===== src/rtl/keypad_pkg.sv =====
// rtl/keypad_pkg.sv - shared types and constants for the keypad scanner
// Contents: FSM state enum, per-scan result enum, matrix geometry constants.
package keypad_pkg;

  localparam int KP_ROWS   = 4;
  localparam int KP_COLS   = 4;
  localparam int KP_CODE_W = 4;

  typedef enum logic [1:0] {
    IDLE       = 2'd0,
    PRESS_DB   = 2'd1,
    HELD       = 2'd2,
    RELEASE_DB = 2'd3
  } kp_state_t;

  typedef enum logic [1:0] {
    NONE  = 2'd0,
    ONE   = 2'd1,
    MULTI = 2'd2
  } kp_scan_t;

endpackage


===== src/rtl/keypad_row_driver.sv =====
// rtl/keypad_row_driver.sv - row strobe divider for the 4x4 keypad matrix
// Ports:
//   clk, reset  : clock, synchronous active-high reset
//   row_out     : active-low one-hot row drive
//   row_idx     : index of the row currently driven
//   sample_en   : high during the last divider cycle of a row; the columns
//                 are sampled and the row advances on the following edge
module keypad_row_driver
  import keypad_pkg::*;
#(
  parameter int SCAN_DIV = 50000
) (
  input  logic                       clk,
  input  logic                       reset,
  output logic [KP_ROWS-1:0]         row_out,
  output logic [$clog2(KP_ROWS)-1:0] row_idx,
  output logic                       sample_en
);

  localparam int DIV_W = $clog2(SCAN_DIV);
  localparam int ROW_W = $clog2(KP_ROWS);
  localparam logic [DIV_W-1:0] DIV_LAST = DIV_W'(SCAN_DIV - 1);

  logic [DIV_W-1:0] div_cnt;

  assign sample_en = (div_cnt == DIV_LAST);

  always_ff @(posedge clk) begin
    if (reset) begin
      div_cnt <= '0;
      row_idx <= '0;
    end else if (sample_en) begin
      div_cnt <= '0;
      row_idx <= row_idx + ROW_W'(1);
    end else begin
      div_cnt <= div_cnt + DIV_W'(1);
    end
  end

  // Decoded from the registered index so the drive changes on the same edge.
  assign row_out = ~(KP_ROWS'(1) << row_idx);

endmodule


===== src/rtl/keypad_scanner.sv =====
// rtl/keypad_scanner.sv - 4x4 keypad scanner with press/release debounce
// Ports:
//   clk, reset  : clock, synchronous active-high reset
//   col_in      : active-low column inputs (asynchronous, pulled up)
//   row_out     : active-low one-hot row drive
//   key_code    : accepted key, row*4+col; kept after release
//   key_strobe  : one-cycle pulse on an accepted press
//   key_down    : level from the strobe cycle up to (not incl.) release
//   key_release : one-cycle pulse on an accepted release
module keypad_scanner
  import keypad_pkg::*;
#(
  parameter int SCAN_DIV       = 50000,
  parameter int DEBOUNCE_SCANS = 4
) (
  input  logic                 clk,
  input  logic                 reset,
  input  logic [KP_COLS-1:0]   col_in,
  output logic [KP_ROWS-1:0]   row_out,
  output logic [KP_CODE_W-1:0] key_code,
  output logic                 key_strobe,
  output logic                 key_down,
  output logic                 key_release
);

  localparam int ROW_W = $clog2(KP_ROWS);
  localparam int COL_W = $clog2(KP_COLS);
  localparam int DB_W  = $clog2(DEBOUNCE_SCANS + 1);
  localparam logic [DB_W-1:0] DB_ONE  = DB_W'(1);
  localparam logic [DB_W-1:0] DB_LAST = DB_W'(DEBOUNCE_SCANS - 1);

  logic [ROW_W-1:0] row_idx;
  logic             sample_en;

  keypad_row_driver #(.SCAN_DIV(SCAN_DIV)) u_row_driver (
    .clk       (clk),
    .reset     (reset),
    .row_out   (row_out),
    .row_idx   (row_idx),
    .sample_en (sample_en)
  );

  // Two-flop synchronizer on the raw column lines.
  logic [KP_COLS-1:0] col_meta, col_sync;
  always_ff @(posedge clk) begin
    if (reset) begin
      col_meta <= '1;
      col_sync <= '1;
    end else begin
      col_meta <= col_in;
      col_sync <= col_meta;
    end
  end

  // Per-row analysis folded into the running scan totals. The hit count
  // saturates at 2 because only 0 / 1 / many matter.
  logic [KP_COLS-1:0]   col_pressed;
  logic [COL_W-1:0]     low_col;
  logic [2:0]           row_hits;
  logic [1:0]           base_cnt, acc_cnt, next_cnt;
  logic [2:0]           sum_cnt;
  logic [KP_CODE_W-1:0] acc_code, next_code;

  always_comb begin
    col_pressed = ~col_sync;
    low_col     = '0;
    row_hits    = '0;
    for (int c = KP_COLS - 1; c >= 0; c--) begin
      if (col_pressed[c]) low_col = COL_W'(c);
    end
    for (int c = 0; c < KP_COLS; c++) begin
      row_hits = row_hits + 3'(col_pressed[c]);
    end
    // Row 0 starts a fresh scan.
    base_cnt  = (row_idx == '0) ? 2'd0 : acc_cnt;
    sum_cnt   = 3'(base_cnt) + row_hits;
    next_cnt  = (sum_cnt >= 3'd2) ? 2'd2 : sum_cnt[1:0];
    next_code = (base_cnt == 2'd0) ? {row_idx, low_col} : acc_code;
  end

  logic                 scan_rdy;
  kp_scan_t             scan_res;
  logic [KP_CODE_W-1:0] scan_code;

  always_ff @(posedge clk) begin
    if (reset) begin
      acc_cnt   <= '0;
      acc_code  <= '0;
      scan_rdy  <= 1'b0;
      scan_res  <= NONE;
      scan_code <= '0;
    end else begin
      scan_rdy <= 1'b0;
      if (sample_en) begin
        acc_cnt  <= next_cnt;
        acc_code <= next_code;
        if (row_idx == ROW_W'(KP_ROWS - 1)) begin
          scan_rdy  <= 1'b1;
          scan_code <= next_code;
          case (next_cnt)
            2'd0:    scan_res <= NONE;
            2'd1:    scan_res <= ONE;
            default: scan_res <= MULTI;
          endcase
        end
      end
    end
  end

  kp_state_t            state;
  logic [KP_CODE_W-1:0] cand;
  logic [DB_W-1:0]      db_cnt;
  logic                 is_one, is_cand, is_held;

  assign is_one  = (scan_res == ONE);
  assign is_cand = is_one && (scan_code == cand);
  assign is_held = is_one && (scan_code == key_code);

  // The FSM acts one cycle after scan completion, so the strobe lands on the
  // edge right after the scan that satisfies the debounce count.
  always_ff @(posedge clk) begin
    if (reset) begin
      state       <= IDLE;
      cand        <= '0;
      db_cnt      <= '0;
      key_code    <= '0;
      key_strobe  <= 1'b0;
      key_down    <= 1'b0;
      key_release <= 1'b0;
    end else begin
      key_strobe  <= 1'b0;
      key_release <= 1'b0;
      if (scan_rdy) begin
        case (state)
          IDLE: begin
            if (is_one) begin
              cand <= scan_code;
              if (DEBOUNCE_SCANS == 1) begin
                state      <= HELD;
                key_code   <= scan_code;
                key_strobe <= 1'b1;
                key_down   <= 1'b1;
              end else begin
                state  <= PRESS_DB;
                db_cnt <= DB_ONE;
              end
            end
          end
          PRESS_DB: begin
            if (is_cand) begin
              if (db_cnt >= DB_LAST) begin
                state      <= HELD;
                key_code   <= cand;
                key_strobe <= 1'b1;
                key_down   <= 1'b1;
                db_cnt     <= '0;
              end else begin
                db_cnt <= db_cnt + DB_ONE;
              end
            end else if (is_one) begin
              cand   <= scan_code;
              db_cnt <= DB_ONE;
            end else begin
              state  <= IDLE;
              db_cnt <= '0;
            end
          end
          HELD: begin
            // Extra keys alongside the held one are ignored.
            if (!(is_held || scan_res == MULTI)) begin
              if (DEBOUNCE_SCANS == 1) begin
                state       <= IDLE;
                key_release <= 1'b1;
                key_down    <= 1'b0;
              end else begin
                state  <= RELEASE_DB;
                db_cnt <= DB_ONE;
              end
            end
          end
          RELEASE_DB: begin
            if (is_held) begin
              state  <= HELD;
              db_cnt <= '0;
            end else if (db_cnt >= DB_LAST) begin
              state       <= IDLE;
              key_release <= 1'b1;
              key_down    <= 1'b0;
              db_cnt      <= '0;
            end else begin
              db_cnt <= db_cnt + DB_ONE;
            end
          end
          default: state <= IDLE;
        endcase
      end
    end
  end

endmodule


===== config.mk =====
export PLATFORM = sky130hd
export DESIGN_NAME = keypad_scanner
export DESIGN_NICKNAME = d
export VERILOG_FILES = /design/src/rtl/keypad_pkg.sv /design/src/rtl/keypad_row_driver.sv /design/src/rtl/keypad_scanner.sv
export SDC_FILE = /design/constraint.sdc
export NUM_CORES = 1
export LEC_CHECK = 0
export BUFFER_PORTS_ARGS = -buffer_cell sky130_fd_sc_hd__buf_2
export CAP_MARGIN = 20
export CORE_ASPECT_RATIO = 1.1
export CORE_MARGIN = 4
export CORE_UTILIZATION = 25
export CTS_CLUSTER_SIZE = 12
export DETAILED_ROUTE_END_ITERATION = 7
export PLACE_DENSITY = 0.43
export REMOVE_ABC_BUFFERS = 1
export SYNTH_ARGS = -nofsm -noshare
export SYNTH_HDL_FRONTEND = slang
export SYNTH_SLANG_ARGS = --single-unit
export TNS_END_PERCENT = 10

===== constraint.sdc =====
create_clock -name clk -period 2.56 [get_ports clk]
set_input_delay 0.128 -clock clk [delete_from_list [all_inputs] [get_ports clk]]
set_output_delay 0.128 -clock clk [all_outputs]
set_load 0.005 [all_outputs]

# Word-level counts from Yosys, hierarchy flattened
# Index checks and enable logic that the tools add are counted.
# op_classes
n_eq_ne	20
add_sub_neg	7
n_lt_le_gt_ge	2
bitwise	7
muxes	33
div	0
mul	0
shifts	1
reduce_logical	19
# op_table
op	n
$mux W2	13
$add A16 B1 Y16 const B	1
$eq A16 B16 Y1 const B	1
$mux W3	5
$ne A2 B2 Y1 const B	7
$mux W4	3
$pmux W3 S4	1
$reduce_and A6 Y1	2
$ne A3 B3 Y1 const B	3
$eq A2 B2 Y1 const B	4
$eq A4 B4 Y1	2
$logic_not A2 Y1	4
$not A4 Y4	2
$pmux W2 S4	1
$pmux W4 S2	1
$reduce_or A4 Y1	2
$mux W1	7
$eq A2 B1 Y1 const B	3
$ge A3 B2 Y1 const B	2
$reduce_and A3 Y1	2
$not A1 Y1	5
$pmux W2 S2	1
$reduce_and A4 Y1	1
$reduce_bool A2 Y1	2
other kinds (12)	14
# word_totals
out_inout_bits	11
memories	0
input_bits	6
register_bits	55
wordCells	105
mem_bits_rw	0
latchBits	0
mem_bits_ro	0

# Depth between registers and ports, before layout
# depth
depth_word	9
mapped_depth	9
depth_no_buf	9

# By module
# Synthesis repeated with hierarchy kept, for this count alone.
# unflattened
cells_unflattened	273
area_unflattened_um2	2531.2
# modules_own_cells
mod	seq_area_each_um2	area_per_inst_um2	cells_per_inst	instances
keypad_scanner	740.7	1659.1	173	1
keypad_row_driver	360.3	872.1	100	1

# Least setup slack after synthesis
# No wires, ideal clock.
# synth_path
kind	register -> register
startpoint	reg col_sync[0]
endpoint	reg scan_res[1]
slack_ps	341
t_arrival_ps	2091
setup_time_ps	128
n_path_buf	0
period_less_slack_ps	2219
t_required_ps	2432
path_stages_with_launch	9
cell_sequence	dfxtp_1 inv_1 fa_1 fa_1 fa_1 nor2_1 nor2_1 a21oi_1 nor2_1
# synth_between
elab_chain_len	9
elab_cells_between_ends	10
cone_classes	add/sub (4); order compare (1); eq/ne (1); mux (2); bitwise (1); reduce/logical (1)
# synth_rtl
item	line	source
start, declared	keypad_scanner.sv:44	logic [KP_COLS-1:0] col_meta, col_sync;
start signal, assigned	keypad_scanner.sv:51	col_sync <= col_meta;
$not A4 Y4 *	keypad_scanner.sv:65	col_pressed = ~col_sync;
$add A1 B1 Y2 *	keypad_scanner.sv:72	row_hits = row_hits + 3'(col_pressed[c]);
$add A2 B1 Y3 *	keypad_scanner.sv:72	
$add A3 B1 Y3 *	keypad_scanner.sv:72	
$add A2 B3 Y3 *	keypad_scanner.sv:76	sum_cnt = 3'(base_cnt) + row_hits;
$ge A3 B2 Y1	keypad_scanner.sv:77	next_cnt = (sum_cnt >= 3'd2) ? 2'd2 : sum_cnt[1:0];
$mux W2 *	keypad_scanner.sv:77	
$eq A2 B1 Y1 or $logic_not A2 Y1 (tied branches)	keypad_scanner.sv:100	case (next_cnt)
$pmux W2 S2 *	keypad_scanner.sv:100	
end signal, assigned	keypad_scanner.sv:101	2'd0: scan_res <= NONE;
end signal, assigned	keypad_scanner.sv:102	2'd1: scan_res <= ONE;
end signal, assigned	keypad_scanner.sv:103	default: scan_res <= MULTI;
end, declared	keypad_scanner.sv:82	kp_scan_t scan_res;
# Every way passes the cells marked *; elsewhere a longest branch is shown, timed or not.
# A chain may end at the register's enable or synchronous reset.

# Worst setup path after layout
# Ends and elaborated chain as after synthesis.

==> results.txt <==
Final Util: 0.299
slew margin rel.: 0.539
worst path cell trace: inv_1 -> fa_1 -> fa_1 -> fa_1 -> nor2_1 -> nor2_1 -> a21oi_1 -> nor2_1
Post-Synth Adder-Cell Area: 0.0635
Crit Path Class: register to register
VDD IR max: 0.000233 V
switching portion of total power: 0.213
Post-synth EDFFs: 0
via count: 1,832
Top Usage Layer GRT: met2
clock power share: 0.382
Final Slew Violations: 0
synth cell count leaders: dfxtp_1, nor2_1, inv_1
post-synthesis xor/xnor area fraction: 0.0670
all-layer global routing usage: 0.0886
Syn Area/Cell: 8.84 µm²
dpl cells: 412
total power: 0.00149 W
yosys warns: 0
Root Driver: clkbuf_8
Net Sw Power: 0.000317 W
antenna diode count: 0
layout cells sized above 1: 0.134
Final setup viols: 0
Worst path top cell family by delay: adder cells
core area: 9540 µm²
Vias/cell: 4.33
IO Port Bufs: 16
met1 Use GR: 0.121
PostCTS Resize Cnt: 0
Longest Clk Path Bufs: 2
antenna viol nets, final: 0
RePlAce Congestion: 0.740
sequential share of power: 0.585
Initial DRC Count: 38
fin nets: 322
Async SR Flop Fraction: 0
Crit path buffers/inverters: 1
P&R area growth vs syn: 14.9%
worst r2r dst: scan_res[1]
global-route wire length before repair: 8420 µm
met2 Use GR: 0.133
Clock Skew: 0.00613 ns
critical path's largest stage delay: 0.50 ns
Seq cells post-synth: 55
CP Capture Type: register
Clock Latency Late Sink: 0.30 ns
Mapped Area: 2480 µm²
Comb power frac: 0.032
fin cells: 423
Synth area leaders: dfxtp_1, nor2_1, a21oi_1
vias in the first global route: 1,777
DR pass1 iterations: 4
Compound-Gate Fraction of Synth Area: 0.106
per-cell routed wire length: 11.2 µm
hold path startpoint: reset
worst-case reg-to-reg path depth: 8
P_int: 0.00117 W
hold_buf cts: 4
RSZ-0062 raised after global routing: false
Top FF cell, synth: dfxtp_1
Fin. Hold Viols: 0
initial antenna violation count: 0
period utilisation layout: 0.905
# IOs: 17
count leader, synth: dfxtp_1
Crit Path Max Fanout: 3
mux contribution to synthesized area: 0.0403
LEAKAGE: 1.12 nW
Die ar.: 11,600 µm²
post-CTS setup buffers: 0
Synth Instances: 281
Seq/Total Area, Yosys: 0.443
Critical Path AT: 2.49 ns
largest net degree at the start of global routing: 41
met3 Resource Use GR: 0.0261
Max Fclk: 431 MHz
setup total negative slack: 0 ns
remaining global-route overflow: 0
Synth area leader: dfxtp_1
Worst Tran Pin Value: 0.691 ns
worst endpoint required time: 2.74 ns
clock-pin slew on the worst setup and hold paths: 0.10 ns
status: finished, final reports clean
cell count of the worst hold path: 2
Hold EP: scan_res[1]
largest family of logic cells by synthesized area: simple AND/OR/NAND/NOR gates
fill count: 1,055
max cap viols: 0
# DRC: 0
simple-gate share of the synthesized area: 0.227
crit path max-delay cell type: fa_1
H-tree levels: 2
Setup crit start kind: register
starting density of the core: 0.260
crit path time final: 2.32 ns
PnR worst setup slack: 0.242 ns
post-detail-place hpwl: 3380 µm
worst min path class: input pin to register
Synth cell types: 46
Reg2Reg Setup Slack: 0.24 ns
clk sinks: 55
CTS Buf Count: 5
chip height: 113 µm
row count: 37
CTS tree: built
RR Startpoint: col_sync[0]
routed wire length: 4730 µm
area share of the largest cell type after synthesis: 0.443
cell area power density: 522 nW/µm²
DIE WIDTH: 103 µm
pre-CTS WS: 0.245 ns
==> sequential cells by signal, summed over array words and instances, names as in the netlist <==
signal / cells
db_cnt: 3
state: 2
u_row_driver.row_idx: 2
acc_code: 4
col_sync: 4
scan_code: 4
col_meta: 4
cand: 4
key_down: 1
acc_cnt: 2
key_code: 4
key_strobe: 1
u_row_driver.div_cnt: 16
scan_res: 2
key_release: 1
scan_rdy: 1
==> cell type report <==
type	instances	area, µm²	share of cell area
Clock buffer	5	68.8	0.0241
Clock inverter	2	37.5	0.0132
Inverter	22	82.6	0.0289
Multi-Input combinational cell	196	1250	0.439
Sequential cell	55	1100	0.386
Tap cell	117	146	0.0513
Timing Repair Buffer	26	165	0.0579
==> layer usage <==
metal / share of wire / wire, µm
met1: 0.51 / 2410
met2: 0.44 / 2080
met3: 0.039 / 183
met4: 0.012 / 59
met5: 0 / 0
==> how the worst max path moves through the flow <==
stage,from,to,slack (ns),cells after the start
after global placement,col_sync[0],scan_res[1],0.26,8
final,col_sync[0],scan_res[1],0.24,8
after detailed placement,col_sync[0],scan_res[1],0.25,8
after floorplan,col_sync[0],scan_res[0],0.35,7
after global routing,col_sync[0],scan_res[0],0.11,7
after CTS,col_sync[0],scan_res[1],0.23,8
==> metrics by stage <==
step | area, µm² | hold WS [ns]
final | 2850 | 0.353
after global placement | 2710 | 0.310
after CTS | 2850 | 0.364
after global routing | 2850 | 0.405
after floorplan | 2430 | 0.197
after detailed placement | 2710 | 0.314
==> layout by cell type (no fill, tap or decap), types with 5 or more instances in the layout <==
master and n:
dfxtp_1 55, nor2_1 35, inv_1 22, a21oi_1 21
nand2_1 18, o21ai_0 16, buf_2 16, nand3_1 13
xor2_1 12, mux2i_1 10, or2_2 8, xnor2_1 7
ha_1 7, buf_4 6, nor3_1 5, clkbuf_8 5
==> kinds of logic after synthesis <==
logic type / after synthesis
compound gates: 47
flops: 55
xor+xnor: 19
buf+inv: 30
simple gates: 109
mux: 10
fa+ha+maj: 11
==> power groups by stage <==
stage / clock network, W / registers, W / logic, W
detailed placement: 0 / 0.000892 / 0.0000452
global route: 0.000633 / 0.000875 / 0.0000571
floorplan: 0 / 0.000890 / 0.0000250
global placement: 0 / 0.000892 / 0.0000443
CTS: 0.000597 / 0.000872 / 0.0000500
finish: 0.000569 / 0.000872 / 0.0000484
No activity file was read; power rests on OpenSTA's default activity.
